[src/rtl/i2c_pkg.sv]
// Shared definitions for the I2C time target.
// Holds the bit-level FSM state encoding, register map indices, default
// device address / ID byte, and the register-map read mux used both for
// the live snapshot load and for reads from the held snapshot.
package i2c_pkg;

  typedef enum logic [3:0] {
    IDLE,
    ADDR,
    ADDR_ACK,
    PTR,
    PTR_ACK,
    WDATA,
    WDATA_ACK,
    RDATA,
    RACK,
    IGNORE
  } state_t;

  localparam logic [2:0] REG_SEC     = 3'd0;
  localparam logic [2:0] REG_MIN     = 3'd1;
  localparam logic [2:0] REG_HOUR    = 3'd2;
  localparam logic [2:0] REG_TEMP_HI = 3'd3;
  localparam logic [2:0] REG_TEMP_LO = 3'd4;
  localparam logic [2:0] REG_ID      = 3'd5;

  localparam logic [6:0] DEV_ADDR_DEF = 7'h42;
  localparam logic [7:0] ID_BYTE_DEF  = 8'hC1;

  // Register map: indices 6 and 7 read as zero.
  function automatic logic [7:0] reg_byte(input logic [2:0]  idx,
                                          input logic [5:0]  sec,
                                          input logic [5:0]  mn,
                                          input logic [5:0]  hr,
                                          input logic [15:0] temp,
                                          input logic [7:0]  id);
    case (idx)
      REG_SEC:     reg_byte = {2'b00, sec};
      REG_MIN:     reg_byte = {2'b00, mn};
      REG_HOUR:    reg_byte = {2'b00, hr};
      REG_TEMP_HI: reg_byte = temp[15:8];
      REG_TEMP_LO: reg_byte = temp[7:0];
      REG_ID:      reg_byte = id;
      default:     reg_byte = 8'h00;
    endcase
  endfunction

endpackage

[src/rtl/i2c_line_sync.sv]
// SCL/SDA synchronizer and bus-condition detector.
// Ports:
//   clk, rst          system clock, async active-high reset
//   scl_i, sda_i      raw bus levels
//   sda_s             synchronized SDA level
//   scl_rise/scl_fall one-clk pulses on synchronized SCL edges
//   start_det         SDA falling while SCL held high
//   stop_det          SDA rising while SCL held high
module i2c_line_sync #(
  parameter int SYNC_STAGES = 2
) (
  input  logic clk,
  input  logic rst,
  input  logic scl_i,
  input  logic sda_i,
  output logic sda_s,
  output logic scl_rise,
  output logic scl_fall,
  output logic start_det,
  output logic stop_det
);

  logic [SYNC_STAGES-1:0] scl_sh, sda_sh;
  logic scl_s, scl_d, sda_d;

  // Flops reset to the idle-bus level (both lines high) so leaving reset
  // on a quiet bus produces no spurious events.
  always_ff @(posedge clk or posedge rst) begin
    if (rst) begin
      scl_sh <= '1;
      sda_sh <= '1;
      scl_d  <= 1'b1;
      sda_d  <= 1'b1;
    end else begin
      scl_sh <= {scl_sh[SYNC_STAGES-2:0], scl_i};
      sda_sh <= {sda_sh[SYNC_STAGES-2:0], sda_i};
      scl_d  <= scl_sh[SYNC_STAGES-1];
      sda_d  <= sda_sh[SYNC_STAGES-1];
    end
  end

  assign scl_s     = scl_sh[SYNC_STAGES-1];
  assign sda_s     = sda_sh[SYNC_STAGES-1];
  assign scl_rise  =  scl_s & ~scl_d;
  assign scl_fall  = ~scl_s &  scl_d;
  // SCL must be high on both samples so an SDA change coinciding with an
  // SCL edge is never mistaken for START/STOP.
  assign start_det = scl_s & scl_d &  sda_d & ~sda_s;
  assign stop_det  = scl_s & scl_d & ~sda_d &  sda_s;

endmodule

[src/rtl/i2c_time_target.sv]
// I2C target exposing the clock's time and temperature as an 8-entry
// register file with an auto-incrementing pointer.
// Ports:
//   clk, rst                    system clock (>= 20x SCL), async active-high reset
//   scl_i, sda_i                bus levels; sda_oe=1 pulls SDA low
//   sec_d, min_d, hour_d, temp_d live sources, snapshotted at read-address match
//   wr_en, wr_addr, wr_data     one-clk strobe for host writes to registers 0..2
//   busy                        high from address match to STOP/NACK/mismatch
module i2c_time_target
  import i2c_pkg::*;
#(
  parameter logic [6:0] DEV_ADDR    = DEV_ADDR_DEF,
  parameter int         SYNC_STAGES = 2,
  parameter logic [7:0] ID_BYTE     = ID_BYTE_DEF
) (
  input  logic        clk,
  input  logic        rst,
  input  logic        scl_i,
  input  logic        sda_i,
  output logic        sda_oe,
  input  logic [5:0]  sec_d,
  input  logic [5:0]  min_d,
  input  logic [5:0]  hour_d,
  input  logic [15:0] temp_d,
  output logic        wr_en,
  output logic [2:0]  wr_addr,
  output logic [7:0]  wr_data,
  output logic        busy
);

  logic sda_s, scl_rise, scl_fall, start_det, stop_det;

  i2c_line_sync #(.SYNC_STAGES(SYNC_STAGES)) u_sync (
    .clk       (clk),
    .rst       (rst),
    .scl_i     (scl_i),
    .sda_i     (sda_i),
    .sda_s     (sda_s),
    .scl_rise  (scl_rise),
    .scl_fall  (scl_fall),
    .start_det (start_det),
    .stop_det  (stop_det)
  );

  state_t      state, state_d;
  logic [2:0]  cnt, ptr, ptr_inc;
  logic [7:0]  shift, byte_in;
  logic        rw, oe_d;
  logic        last_rise, ack_done, addr_hit;
  logic [5:0]  snap_sec, snap_min, snap_hour;
  logic [15:0] snap_temp;

  assign byte_in   = {shift[6:0], sda_s};
  assign last_rise = scl_rise && (cnt == 3'd7);
  // ACK slots count 0 -> 1 on the fall that starts the slot; the second
  // fall (cnt==1) ends it. RACK reuses this after a controller ACK.
  assign ack_done  = scl_fall && (cnt == 3'd1);
  assign addr_hit  = (byte_in[7:1] == DEV_ADDR);
  assign ptr_inc   = ptr + 3'd1;

  // State register
  always_ff @(posedge clk or posedge rst) begin
    if (rst) state <= IDLE;
    else     state <= state_d;
  end

  // Next state; START/STOP override everything
  always_comb begin
    state_d = state;
    if (start_det)     state_d = ADDR;
    else if (stop_det) state_d = IDLE;
    else begin
      case (state)
        ADDR:      if (last_rise) state_d = addr_hit ? ADDR_ACK : IGNORE;
        ADDR_ACK:  if (ack_done)  state_d = rw ? RDATA : PTR;
        PTR:       if (last_rise) state_d = PTR_ACK;
        PTR_ACK:   if (ack_done)  state_d = WDATA;
        WDATA:     if (last_rise) state_d = WDATA_ACK;
        WDATA_ACK: if (ack_done)  state_d = WDATA;
        RDATA:     if (scl_fall && cnt == 3'd7) state_d = RACK;
        RACK: begin
          if (scl_rise && sda_s) state_d = IGNORE;
          else if (ack_done)     state_d = RDATA;
        end
        default: state_d = state;
      endcase
    end
  end

  // Next SDA drive level; only moves on SCL falls so SDA is stable while
  // SCL is high.
  always_comb begin
    oe_d = sda_oe;
    if (start_det || stop_det) oe_d = 1'b0;
    else begin
      case (state)
        ADDR_ACK, PTR_ACK, WDATA_ACK: begin
          if (scl_fall) begin
            if (cnt == 3'd0) oe_d = 1'b1;
            else             oe_d = (state == ADDR_ACK && rw) ? ~shift[7] : 1'b0;
          end
        end
        RDATA:   if (scl_fall) oe_d = (cnt == 3'd7) ? 1'b0 : ~shift[6];
        RACK:    if (ack_done) oe_d = ~shift[7];
        default: oe_d = 1'b0;
      endcase
    end
  end

  // Datapath: shifter, bit counter, pointer, snapshot, strobes
  always_ff @(posedge clk or posedge rst) begin
    if (rst) begin
      sda_oe    <= 1'b0;
      busy      <= 1'b0;
      wr_en     <= 1'b0;
      wr_addr   <= 3'd0;
      wr_data   <= 8'h00;
      cnt       <= 3'd0;
      ptr       <= 3'd0;
      shift     <= 8'h00;
      rw        <= 1'b0;
      snap_sec  <= 6'd0;
      snap_min  <= 6'd0;
      snap_hour <= 6'd0;
      snap_temp <= 16'h0000;
    end else begin
      sda_oe <= oe_d;
      wr_en  <= 1'b0;
      if (start_det) begin
        cnt <= 3'd0;
      end else if (stop_det) begin
        cnt  <= 3'd0;
        busy <= 1'b0;
      end else begin
        case (state)
          ADDR: if (scl_rise) begin
            shift <= byte_in;
            cnt   <= cnt + 3'd1;
            if (cnt == 3'd7) begin
              busy <= addr_hit;
              if (addr_hit) begin
                rw <= byte_in[0];
                if (byte_in[0]) begin
                  snap_sec  <= sec_d;
                  snap_min  <= min_d;
                  snap_hour <= hour_d;
                  snap_temp <= temp_d;
                  shift     <= reg_byte(ptr, sec_d, min_d, hour_d, temp_d, ID_BYTE);
                end
              end
            end
          end
          ADDR_ACK, PTR_ACK, WDATA_ACK:
            if (scl_fall) cnt <= (cnt == 3'd0) ? 3'd1 : 3'd0;
          PTR: if (scl_rise) begin
            shift <= byte_in;
            cnt   <= cnt + 3'd1;
            if (cnt == 3'd7) ptr <= byte_in[2:0];
          end
          WDATA: if (scl_rise) begin
            shift <= byte_in;
            cnt   <= cnt + 3'd1;
            if (cnt == 3'd7) begin
              if (ptr <= 3'd2) begin
                wr_en   <= 1'b1;
                wr_addr <= ptr;
                wr_data <= byte_in;
              end
              ptr <= ptr_inc;
            end
          end
          RDATA: if (scl_fall) begin
            cnt   <= cnt + 3'd1;
            shift <= {shift[6:0], 1'b0};
          end
          RACK: begin
            if (scl_rise) begin
              ptr <= ptr_inc;
              if (sda_s) busy <= 1'b0;
              else begin
                cnt   <= 3'd1;
                shift <= reg_byte(ptr_inc, snap_sec, snap_min, snap_hour, snap_temp, ID_BYTE);
              end
            end else if (ack_done) begin
              cnt <= 3'd0;
            end
          end
          default: cnt <= cnt;
        endcase
      end
    end
  end

endmodule

[config.mk]
export PLATFORM = sky130hd
export DESIGN_NAME = i2c_time_target
export DESIGN_NICKNAME = d
export VERILOG_FILES = /design/src/rtl/i2c_pkg.sv /design/src/rtl/i2c_line_sync.sv /design/src/rtl/i2c_time_target.sv
export SDC_FILE = /design/constraint.sdc
export NUM_CORES = 1
export LEC_CHECK = 0
export CAP_MARGIN = 20
export CORE_ASPECT_RATIO = 0.6
export CORE_MARGIN = 10
export CORE_UTILIZATION = 57
export DETAILED_ROUTE_END_ITERATION = 8
export PLACE_DENSITY = 0.82
export SLEW_MARGIN = 20
export SYNTH_ARGS = -nofsm -noshare
export SYNTH_HDL_FRONTEND = slang
export SYNTH_SLANG_ARGS = --single-unit
[constraint.sdc]
create_clock -name clk -period 5.9 [get_ports clk]
set_input_delay 1.18 -clock clk [delete_from_list [all_inputs] [get_ports clk]]
set_output_delay 1.18 -clock clk [all_outputs]
set_load 0.05 [all_outputs]
# After elaboration in Yosys (flattened, before gate mapping)
# Index checks and enable logic that the tools add are counted.
# Widths: inputs -> output; s select.
# totals
out_inout_bits	14
regBits	73
input_bits	38
elab_cells	172
# classes
bitwise_logic	15
reduce_logical	27
addsub	2
n_eq_ne	49
n_lt_le_gt_ge	1
n_mux	60
# ops
cell	n
$pmux 8 s6	2
$mux 8	8
$mux 4	11
$mux 3	14
$pmux 8 s4	1
$ne 4x4->1 const B	7
$pmux 4 s7	1
$reduce_and 6->1	4
$reduce_and 8->1	3
$mux 1	19
$ne 3x3->1 const B	6
$eq 4x3->1 const B	4
$ne 2x2->1 const B	8
$eq 3x3->1 const B	5
$ne 5x5->1 const B	3
$eq 3x2->1 const B	4
$pmux 3 s4	1
$eq 3x1->1 const B	3
$logic_not 3->1	3
$pmux 3 s3	1
$reduce_bool 9->1	1
$eq 4x2->1 const B	2
$ne 4x1->1 const B	2
$not 1->1	8
other kinds (19)	33

# Longest topological paths before layout
# Gate-level depths: netlist of the first run.
# logic_depth
word_depth	8
mapped_depth	10
depth_no_buf	7

# By module
# From an unflattened synthesis of the first run, not the netlist that was laid out.
# hier_totals
cells_unflattened	402
area_unflattened_um2	4136.5
# modules_own_cells
module	n_inst	cells_each	area_each_um2
i2c_time_target	1	391	3942.5
i2c_line_sync	1	11	193.9

# Least setup slack after synthesis of the first run
# Ideal clock, no wire load.
# synth_timing
path_kind	flip-flop to flip-flop
start	register shift[3]
end	register snap_hour[5]
stages_incl_launch_ff	6
synth_period_minus_slack_ns	2.277
t_arrival_ns	2.152
path_slack_ns	3.623
cell_sequence	dfrtp_1 or4b_1 or2_4 nor4_4 buf_6 mux2_2
# synth_via
elab_chain_cells	2
# synth_lines
item	line	source
start: declaration	i2c_time_target.sv:47	logic [7:0] shift, byte_in;
start signal: assignment	i2c_time_target.sv:137	shift <= byte_in;
start signal: assignment	i2c_time_target.sv:148	shift <= reg_byte(ptr, sec_d, min_d, hour_d, temp_d, ID_BYTE);
start signal: assignment	i2c_time_target.sv:156	shift <= byte_in;
$eq 7x7->1	i2c_time_target.sv:58	assign addr_hit = (byte_in[7:1] == DEV_ADDR);
$reduce_and 7->1 (no source line)	n/a	
end signal: assignment	i2c_time_target.sv:146	snap_hour <= hour_d;
end: declaration	i2c_time_target.sv:50	logic [5:0] snap_sec, snap_min, snap_hour;
# Every way passes these cells.
# A chain may end at the register's enable or synchronous reset.

# Worst setup path in the final report of the first run
# layout_timing
start	register state[2]
end	register shift[0]
# layout_via
elab_chain_cells	4
elab_cells_between_ends	14
classes_between	10 x eq/ne; 1 x mux; 3 x reduce/logical
# layout_lines
item	line	source
start: declaration	i2c_time_target.sv:45	state_t state, state_d;
start signal: assignment	i2c_time_target.sv:64	else state <= state_d;
$eq 4x3->1 or $eq 4x2->1 (tied branches)	i2c_time_target.sv:135	case (state)
$reduce_or 2->1 (no source line)	n/a	
$ne 2x1->1 (no source line) or $reduce_bool 4->1 (tied branches)	n/a	
$reduce_and 8->1 (no source line)	n/a	
# Parallel ways exist; a longest one is shown, timed or not.

==> results of run 1 <==
-- worst max path at each step --
stage	startpoint	end	slack, ns	cells after the start
2_1_floorplan	rst	busy	2.88	1
3_3_place_gp	state[2]	shift[0]	2.84	5
3_5_place_dp	state[2]	shift[0]	2.79	5
4_1_cts	state[2]	shift[0]	2.79	5
5_1_grt	state[2]	shift[0]	2.53	5
6_report	state[2]	shift[0]	2.74	5
-- synth_stat cells, types with 8 or more instances --
master and count:
dfrtp_1 67, mux2_2 39, nand2_1 27, o21ai_0 21, a22oi_1 20, clkbuf_1 20
nor2_1 18, nand3_1 16, a21oi_1 15, ha_1 11, inv_1 9, a22o_1 8
nor2b_1 8
-- worst max-delay path: stages (launching register included) --
cell       delay [ns]
dfrtp_1          0.63
or4b_1           0.89
o31a_1           0.37
a2111oi_4        0.73
o21ai_0          0.20
o22a_1           0.22
-- state kept, by name (all words and copies together), names as in the netlist --
signal	cells
busy	1
cnt	3
ptr	3
rw	1
sda_oe	1
shift	8
snap_hour	6
snap_min	6
snap_sec	6
snap_temp	16
state	4
u_sync.scl_d	1
u_sync.scl_sh	2
u_sync.sda_d	1
u_sync.sda_sh	2
wr_addr	3
wr_data	8
wr_en	1
-- cell families (layout without fill, tap and decap cells) --
kind of cell               Yosys count  after routing
AOI/OAI and AO/OA                  117            117
xor gates and xnor gates             2              2
adders and majority gates           11             11
buffers and inverters               37             79
DFF                                 73             73
muxes                               50             50
and+or+nand+nor                    101            101
-- stage by stage --
step	instances	power, mW	hold WS (ns)
final	520	1.996	0.3552
after global routing	520	2.088	0.3577
after CTS	520	1.969	0.3565
after detailed placement	504	1.376	0.3498
after global placement	504	1.372	0.3460
after floorplan	391	1.172	0.3452
-- final cells by class --
cell class / instances / area, µm² / area share
clock inverter: 2 / 60.06 / 0.01214
timing repair buffer: 54 / 533.0 / 0.1077
clock buffer: 14 / 264.0 / 0.05336
inverter: 9 / 33.78 / 0.006829
multi-input combinational: 281 / 2113 / 0.4272
sequential: 73 / 1834 / 0.3708
tap: 87 / 108.9 / 0.02200
-- routing by layer --
metal  GRT usage  vias up  share of wire  wire length (µm)
li1            -     1569              -                 -
met1      0.3187     1745           0.47              5538
met2      0.2896      203           0.41              4834
met3     0.07130       15           0.11              1283
met4     0.06606        0          0.012               137
met5           0        -              0                 0
-- report_power, final --
group	internal (mW)	switching (mW)
clock	0.394	0.199
combinational	0.268	0.424
sequential	0.559	0.153
==> summary.txt, run 1 <==
Setup path
  – CP Max Fanout: 23
  – Startpoint Class: flip-flop
  – Critical Path End Type: flip-flop
  – Worst EP arrival: 3.39 ns
  – Critical path class: reg -> reg
  – Reg2Reg Setup Slack: 2.74 ns
  – Worst R2R Start: state[2]
  – FF-to-FF End: shift[0]
  – R2r worst-path depth: 5
  – CP Data Required Time: 6.13 ns

Clock network
  – Post-CTS setup buffers: 0
  – Clk_lat worst skew: 0.34 ns
  – CTS Hold Bufs: 0
  – Clock Tree Buf Depth: 2
  – CTS Buf Count: 9
  – Reg clk slew, reported paths: 0.06 ns
  – CTS tree: yes
  – CTS Root Buffer Type: clkbuf_16
  – H-tree Lvls: 3
  – Post-CTS sizing: 0
  – Num Clock Sinks: 73

Run status
  – Run status: completed

Finish
  – Final core occ: 0.7223
  – Nets: 477
  – Final instance area: 4947 µm²
  – N_diodes: 0
  – Layout cell share with drive strength beyond 1: 0.1640
  – Filler cell count: 506
  – Commonest non-fill, non-tap cell in the layout: dfrtp_1
  – Highest-count cells in the layout ignoring fill and taps: dfrtp_1 (67), clkdlybuf4s50_1 (51), mux2_2 (39), nand2_1 (27), o21ai_0 (21)
  – Area growth syn-to-layout: 20.04%

Timing
  – Least-Margin Pin Slew: 0.9962 ns
  – Fmax: 0.3160 GHz
  – Setup_tns: 0 ns
  – Rel. slew slack: 0.3341
  – Fin Clk Skew: 0.007310 ns
  – Count of final setup violators: 0
  – Post-layout min period: 3.165 ns
  – Fin crit share: 0.5364
  – Unrepaired setup endpoints after global routing: no
  – Count of final hold-check violations: 0
  – Slew Limit Fails: 0
  – Final worst setup slack: 2.735 ns

Place
  – # port buffers: 51
  – Placed inst area: 4623 µm²
  – Dpl ws: 2.791 ns
  – Final GP Congestion: 0.9285
  – Detailed placer's ending HPWL: 8.518 mm

GRT
  – Largest net degree at the start of global routing: 43
  – Initial antenna violation count: 0
  – Total GRT Usage: 0.2165
  – First-pass GRT wire length: 18.84 mm
  – GRT Residual Overflow: 0
  – Vias in the first global route: 3365

Synthesis
  – Synth warn: 0
  – Syn Nets: 440
  – Sequential area share after synthesis: 0.4451
  – Adder-cell share of the synthesized area: 0.03339
  – Synth top area share: 0.4068
  – Ys async rst share: 1.000
  – Yosys top cell by area: dfrtp_1
  – Xor/xnor cell area share of the yosys netlist: 0.004250
  – Mapped Area: 4121 µm²
  – Mux cell area share after synthesis: 0.1351
  – #FFs+latches synth: 73
  – Synth Area in Compound Gates: 0.2067
  – Post-synth EDFFs: 0
  – Syn Area/Cell: 10.54 µm²
  – Post-synthesis cell type count: 63
  – Main combinational cell family by area after synthesis: compound AO/OA/AOI/OAI gates
  – Main flop type after synthesis: dfrtp_1
  – Synth Area in Simple Gates: 0.1333
  – Syn Inst Count: 391
  – Synth top area cells: dfrtp_1 (41%), mux2_2 (11%), dfstp_2 (3.8%)

Floorplan
  – # IOs: 52
  – Initial Util: 0.6018
  – Die width: 129.8 µm
  – DIE AREA: 11140 µm²
  – Placeable Area: 6849 µm²
  – Chip height: 85.87 µm
  – Row count: 23

Routing
  – Drt drc: 0
  – Detailed-route via count: 3532
  – Drt total wl: 11.79 mm
  – WL per Instance: 22.68 µm
  – DR iter-0 viols: 467
  – Final ANT Viol Nets: 0
  – 1st-pass router iterations: 6
  – Vias per inst: 6.792

Power
  – Worst vdd ir: 0.2160 mV
  – Power per cell area: 403.5 nW/µm²
  – Leak pwr: 2.119 nW

Hold path
  – Worst Hold Class: reg -> reg
  – Hold Crit Start: u_sync.sda_sh[0]
  – Worst Hold Depth: 0
  – Hold endpoint: u_sync.sda_sh[1]

Flow run
  – Max-cap violation count: 0
Note: power is estimated with default switching activity, not from simulation.
==> run 2: changes to the inputs <==
--- a/config.mk
+++ b/config.mk
@@ -8,9 +8,9 @@
 export CAP_MARGIN = 20
 export CORE_ASPECT_RATIO = 0.6
 export CORE_MARGIN = 10
-export CORE_UTILIZATION = 57
+export CORE_UTILIZATION = 50
 export DETAILED_ROUTE_END_ITERATION = 8
-export PLACE_DENSITY = 0.82
+export PLACE_DENSITY = 0.76
 export SLEW_MARGIN = 20
 export SYNTH_ARGS = -nofsm -noshare
 export SYNTH_HDL_FRONTEND = slang
==> constraint.sdc (replaced) <==
create_clock -name clk -period 2.9 [get_ports clk]
set_input_delay 0.58 -clock clk [delete_from_list [all_inputs] [get_ports clk]]
set_output_delay 0.58 -clock clk [all_outputs]
set_load 0.05 [all_outputs]
==> summary.txt, run 2 (same netlist as run 1, synthesis figures left out) <==
Run status
  – Run status: completed (unchanged)

Timing
  – Post-layout min period: 2.746 ns (was 3.165 ns)
  – Least-Margin Pin Slew: 0.8121 ns (was 0.9962 ns)
  – Count of final setup violators: 0 (unchanged)
  – Fin Clk Skew: 0.004478 ns (was 0.007310 ns)
  – Count of final hold-check violations: 0 (unchanged)
  – Fin crit share: 0.9470 (was 0.5364)
  – Rel. slew slack: 0.4512 (was 0.3341)
  – Unrepaired setup endpoints after global routing: no (unchanged)
  – Fmax: 0.3641 GHz (was 0.3160 GHz)
  – Slew Limit Fails: 0 (unchanged)
  – Setup_tns: 0 ns (unchanged)

GRT
  – Largest net degree at the start of global routing: 74 (was 43)
  – Total GRT Usage: 0.1919 (was 0.2165)
  – First-pass GRT wire length: 18.98 mm (was 18.84 mm)
  – GRT Residual Overflow: 0 (unchanged)
  – Initial antenna violation count: 0 (unchanged)
  – Vias in the first global route: 3491 (was 3365)

Power
  – Leak pwr: 2.187 nW (was 2.119 nW)
  – Worst vdd ir: 0.5981 mV (was 0.2160 mV)
  – Power per cell area: 808.3 nW/µm² (was 403.5 nW/µm²)

Clock network
  – CTS Root Buffer Type: clkbuf_16 (unchanged)
  – CTS tree: yes (unchanged)
  – Reg clk slew, reported paths: 0.06 ns (about the same)
  – Num Clock Sinks: 73 (unchanged)
  – CTS Hold Bufs: 0 (unchanged)
  – CTS Buf Count: 9 (unchanged)
  – Clock Tree Buf Depth: 2 (unchanged)
  – H-tree Lvls: 3 (unchanged)
  – Post-CTS sizing: 0 (unchanged)
  – Post-CTS setup buffers: 0 (unchanged)
  – Clk_lat worst skew: 0.34 ns (about the same)

Routing
  – Vias per inst: 6.446 (was 6.792)
  – Drt total wl: 11.81 mm (was 11.79 mm)
  – WL per Instance: 21.25 µm (was 22.68 µm)
  – Detailed-route via count: 3584 (was 3532)
  – Drt drc: 0 (unchanged)
  – DR iter-0 viols: 490 (was 467)
  – Final ANT Viol Nets: 0 (unchanged)
  – 1st-pass router iterations: 8 (was 6)

Place
  – Detailed placer's ending HPWL: 8.419 mm (was 8.518 mm)
  – Final GP Congestion: 0.9043 (was 0.9285)
  – # port buffers: 51 (unchanged)
  – Inst Count DP: 540 (was 504)

Finish
  – Top flop regs: snap_temp x16, shift x8, wr_data x8 (unchanged)
  – Layout cell share with drive strength beyond 1: 0.1964 (was 0.1640)
  – Highest-count cells in the layout ignoring fill and taps: dfrtp_1 (67), clkdlybuf4s50_1 (51), mux2_2 (39), nand2_1 (27), o21ai_0 (21) (unchanged)
  – Max reg flops: 16 (unchanged)
  – Area growth syn-to-layout: 23.38% (was 20.04%)
  – Commonest non-fill, non-tap cell in the layout: dfrtp_1 (unchanged)
  – Non-Filler Instances: 556 (was 520)
  – N_diodes: 0 (unchanged)
  – Top reg by flops: snap_temp (unchanged)
  – Nets: 492 (was 477)

Floorplan
  – Chip height: 90.33 µm (was 85.87 µm)
  – Row count: 25 (was 23)
  – DIE AREA: 12390 µm² (was 11140 µm²)
  – Placeable Area: 7945 µm² (was 6849 µm²)
  – # IOs: 52 (unchanged)
  – Initial Util: 0.5187 (was 0.6018)
  – Die width: 137.2 µm (was 129.8 µm)

Hold path
  – Worst Hold Class: reg -> reg (unchanged)

Setup path
  – Critical Path End Type: flip-flop (unchanged)
  – Critical path class: reg -> reg (unchanged)
  – Worst EP arrival: 2.99 ns (was 3.39 ns)
  – CP Data Required Time: 3.14 ns (was 6.13 ns)
  – Startpoint Class: flip-flop (unchanged)
  – CP Max Fanout: 14 (was 23)

Flow run
  – Max-cap violation count: 0 (unchanged)
[run 2: cell count changes in the layout (fill, tap and decap cells not counted), sizes merged]
cell	previous run	this run
clkbuf	14	11
bufinv	2	1
clkinv	0	2
buf	3	18
clkinvlp	0	2
[run 2: power by group]
part / internal (mW) / switching (mW) / leakage (nW)
Combinational: 0.637 / 1.05 / 1.08
Sequential: 1.14 / 0.171 / 0.962
Clock: 0.686 / 0.428 / 0.142
Total: 2.46 / 1.65 / 2.19
[run 2: cell type report]
cell class	count	area [µm²]
inverters	9	33.78
repair buffers	69	670.6
well taps	108	135.1
clock inverters	5	55.05
flip-flops and latches	73	1834
clock buffers	11	242.7
multi-input cells	281	2113
fillers	635	2860
[run 2: path summary, 6_finish.rpt]
kind	endpoint	depth (start not counted)	start	slack, ns
worst max-delay path	shift[1]	6	ptr[1]	0.15
min in group asynchronous	snap_temp[11]	3	rst	0.65
worst min-delay path	u_sync.scl_sh[1]	0	u_sync.scl_sh[0]	0.36
worst min register to register	u_sync.scl_sh[1]	0	u_sync.scl_sh[0]	0.36
worst max register to register	shift[1]	6	ptr[1]	0.15
max in group asynchronous	u_sync.scl_sh[0]	3	rst	1.89
[run 2: metal layers]
layer / GRT usage / vias to the layer above / share of wire
li1: - / 1591 / -
met1: 0.2858 / 1741 / 0.45
met2: 0.2492 / 218 / 0.41
met3: 0.06833 / 34 / 0.12
met4: 0.05507 / 0 / 0.020
met5: 0 / - / 0
[run 2: metrics by stage]
step	hold WS, ns	util	worst slack (ns)	instance area [µm²]	power [mW]
after detailed placement	0.3534	0.6025	0.3946	4787	2.925
after floorplan	0.3452	-	0.4767	4121	2.384
after CTS	0.3617	0.6400	0.3112	5085	4.053
final	0.3582	0.6400	0.1536	5085	4.110
after global routing	0.3641	0.6400	0.1218	5085	4.306
after global placement	0.3459	0.6025	0.4252	4787	2.889
[run 2: worst max-delay path, cell delays in order, from the launching register on]
cell and delay, ns:
dfrtp_1 0.46, ha_1 0.25, ha_1 0.62, o21ai_0 0.22, a21oi_1 0.59, a22oi_1 0.22, a31oi_1 0.28
==> run 3: changes to the inputs <==
--- a/config.mk
+++ b/config.mk
@@ -8,9 +8,8 @@
 export CAP_MARGIN = 20
 export CORE_ASPECT_RATIO = 0.6
 export CORE_MARGIN = 10
-export CORE_UTILIZATION = 50
+export CORE_UTILIZATION = 35
 export DETAILED_ROUTE_END_ITERATION = 8
-export PLACE_DENSITY = 0.76
 export SLEW_MARGIN = 20
 export SYNTH_ARGS = -nofsm -noshare
 export SYNTH_HDL_FRONTEND = slang
==> constraint.sdc (replaced) <==
create_clock -name clk -period 3.32 [get_ports clk]
set_input_delay 0.664 -clock clk [delete_from_list [all_inputs] [get_ports clk]]
set_output_delay 0.664 -clock clk [all_outputs]
set_load 0.05 [all_outputs]
==> summary.txt, run 3 (same netlist as run 1, synthesis figures left out) <==
Clock network
  – CTS Buf Count: 9 (unchanged)
  – Clock Tree Buf Depth: 2 (unchanged)
  – Post-CTS setup buffers: 0 (unchanged)
  – H-tree Lvls: 3 (unchanged)
  – Num Clock Sinks: 73 (unchanged)
  – CTS Root Buffer Type: clkbuf_16 (unchanged)
  – Clk_lat worst skew: 0.34 ns (about the same)
  – Reg clk slew, reported paths: 0.06 ns (about the same)
  – CTS tree: yes (unchanged)
  – CTS Hold Bufs: 0 (unchanged)
  – Post-CTS sizing: 0 (unchanged)

Setup path
  – Stages on worst setup path: 7 (was 6)
  – Buf+Inv Stages, Crit Path: 1 (was 0)
  – CP Data Required Time: 3.60 ns (was 3.14 ns)
  – Critical-path cell list: inv_1 -> ha_1 -> o21ai_0 -> a21oi_1 -> nand2_1 -> o21ai_0 -> o22a_1 (was ha_1 -> ha_1 -> o21ai_0 -> a21oi_1 -> a22oi_1 -> a31oi_1)
  – R2r worst-path depth: 7 (was 6)
  – CP most frequent cell: o21ai_0 (was ha_1)
  – Slowest cell on crit path: ha_1 (unchanged)
  – CP top delay family: compound AO/OA/AOI/OAI gates (unchanged)
  – CP Max Fanout: 16 (was 14)
  – FF-to-FF End: shift[0] (was shift[1])
  – Reg2Reg Setup Slack: 0.74 ns (was 0.15 ns)
  – Critical path class: reg -> reg (unchanged)
  – Max incr delay on CP: 0.64 ns (was 0.62 ns)
  – Startpoint Class: flip-flop (unchanged)
  – Critical Path End Type: flip-flop (unchanged)
  – Worst R2R Start: ptr[0] (was ptr[1])
  – Worst EP arrival: 2.86 ns (was 2.99 ns)

Finish
  – Commonest non-fill, non-tap cell in the layout: dfrtp_1 (unchanged)
  – Top flop regs: snap_temp x16, shift x8, wr_data x8 (unchanged)
  – N_diodes: 0 (unchanged)
  – Layout cell share with drive strength beyond 1: 0.1946 (was 0.1964)
  – Non-Filler Instances: 607 (was 556)
  – Top reg by flops: snap_temp (unchanged)
  – Highest-count cells in the layout ignoring fill and taps: dfrtp_1 (67), clkdlybuf4s50_1 (51), mux2_2 (39), nand2_1 (27), o21ai_0 (21) (unchanged)
  – Max reg flops: 16 (unchanged)
  – Filler cell count: 1103 (was 635)
  – Nets: 491 (was 492)
  – Area growth syn-to-layout: 25.26% (was 23.38%)

GRT
  – First-pass GRT wire length: 19.84 mm (was 18.98 mm)
  – Total GRT Usage: 0.1471 (was 0.1919)
  – Largest net degree at the start of global routing: 74 (unchanged)
  – Routing usage on met1: 0.2271 (was 0.2858)
  – GRT Residual Overflow: 0 (unchanged)
  – GR Layer Usage met3: 0.04506 (was 0.06833)
  – GR peak layer: met1 (unchanged)
  – Vias in the first global route: 3441 (was 3491)
  – Global routing usage on met2: 0.1860 (was 0.2492)
  – Initial antenna violation count: 0 (unchanged)

Floorplan
  – Row count: 30 (was 25)
  – Placeable Area: 11410 µm² (was 7945 µm²)
  – # IOs: 52 (unchanged)
  – DIE AREA: 16660 µm² (was 12390 µm²)
  – Chip height: 104.1 µm (was 90.33 µm)
  – Die width: 160.1 µm (was 137.2 µm)
  – Initial Util: 0.3612 (was 0.5187)

Timing
  – Setup_tns: 0 ns (unchanged)
  – Final worst setup slack: 0.7374 ns (was 0.1536 ns)
  – Count of final setup violators: 0 (unchanged)
  – Slew Limit Fails: 0 (unchanged)
  – Rel. slew slack: 0.5276 (was 0.4512)
  – Fin crit share: 0.7779 (was 0.9470)
  – Least-Margin Pin Slew: 0.7087 ns (was 0.8121 ns)
  – Fmax: 0.3872 GHz (was 0.3641 GHz)
  – Post-layout min period: 2.583 ns (was 2.746 ns)
  – Unrepaired setup endpoints after global routing: no (unchanged)
  – Count of final hold-check violations: 0 (unchanged)
  – Fin Clk Skew: 0.007184 ns (was 0.004478 ns)

Hold path
  – Hold Crit Start: u_sync.sda_sh[0] (was u_sync.scl_sh[0])
  – Hold endpoint: u_sync.sda_sh[1] (was u_sync.scl_sh[1])
  – Worst Hold Depth: 0 (unchanged)
  – Worst Hold Class: reg -> reg (unchanged)

Routing
  – Drt drc: 0 (unchanged)
  – Final ANT Viol Nets: 0 (unchanged)
  – Vias per inst: 5.717 (was 6.446)
  – DR iter-0 viols: 354 (was 490)
  – 1st-pass router iterations: 5 (was 8)
  – Detailed-route via count: 3470 (was 3584)
  – Drt total wl: 12.21 mm (was 11.81 mm)
  – WL per Instance: 20.12 µm (was 21.25 µm)

Run status
  – Run status: completed (unchanged)

Power
  – Leak pwr: 2.201 nW (was 2.187 nW)
  – Power Total: 3.652 mW (was 4.110 mW)
  – Worst vdd ir: 0.3123 mV (was 0.5981 mV)
  – Power per cell area: 707.4 nW/µm² (was 808.3 nW/µm²)

Place
  – Final GP Congestion: 0.8813 (was 0.9043)
  – Detailed placer's ending HPWL: 8.856 mm (was 8.419 mm)
  – # port buffers: 51 (unchanged)
  – Inst Count DP: 591 (was 540)
  – Dpl ws: 0.7981 ns (was 0.3946 ns)

Flow run
  – Max-cap violation count: 0 (unchanged)
==> run 3: worst reg2reg max path: stages (launching register included) <==
cell,delay [ns]
dfrtp_1,0.44
inv_1,0.18
ha_1,0.64
o21ai_0,0.20
a21oi_1,0.60
nand2_1,0.09
o21ai_0,0.21
o22a_1,0.16
==> run 3: how the worst max path moves through the flow <==
stage | end | start
final | shift[0] | ptr[0]
after global routing | shift[0] | ptr[0]
after CTS | shift[0] | ptr[0]
after detailed placement | shift[0] | ptr[0]
after global placement | shift[7] | ptr[0]
after floorplan | busy | rst
==> run 3: report_power, final <==
part,switching (mW),internal (mW)
logic,0.889,0.542
registers,0.148,0.995
clock network,0.376,0.701
total,1.41,2.24
==> run 3: metal layers <==
metal	part of all wire	routed length, µm
met2	0.39	4777
met3	0.079	963
met5	0	0
met1	0.52	6370
met4	0.0084	102
==> run 3: through the flow <==
step / hold WS (ns) / util / area [µm²]
floorplan: 0.3452 / - / 4121
global placement: 0.3464 / 0.4235 / 4832
detailed placement: 0.3495 / 0.4235 / 4832
CTS: 0.3577 / 0.4524 / 5162
global route: 0.3665 / 0.4524 / 5162
finish: 0.3582 / 0.4524 / 5162
==> run 3: layout make-up <==
| cell class | instances | area, µm² | share of cell area |
|---|---|---|---|
| multi-input combinational | 281 | 2113 | 0.4094 |
| sequential | 73 | 1834 | 0.3553 |
| timing repair buffer | 68 | 650.6 | 0.1260 |
| clock buffer | 12 | 256.5 | 0.04968 |
| tap | 160 | 200.2 | 0.03878 |
| clock inverter | 4 | 73.82 | 0.01430 |
| inverter | 9 | 33.78 | 0.006544 |
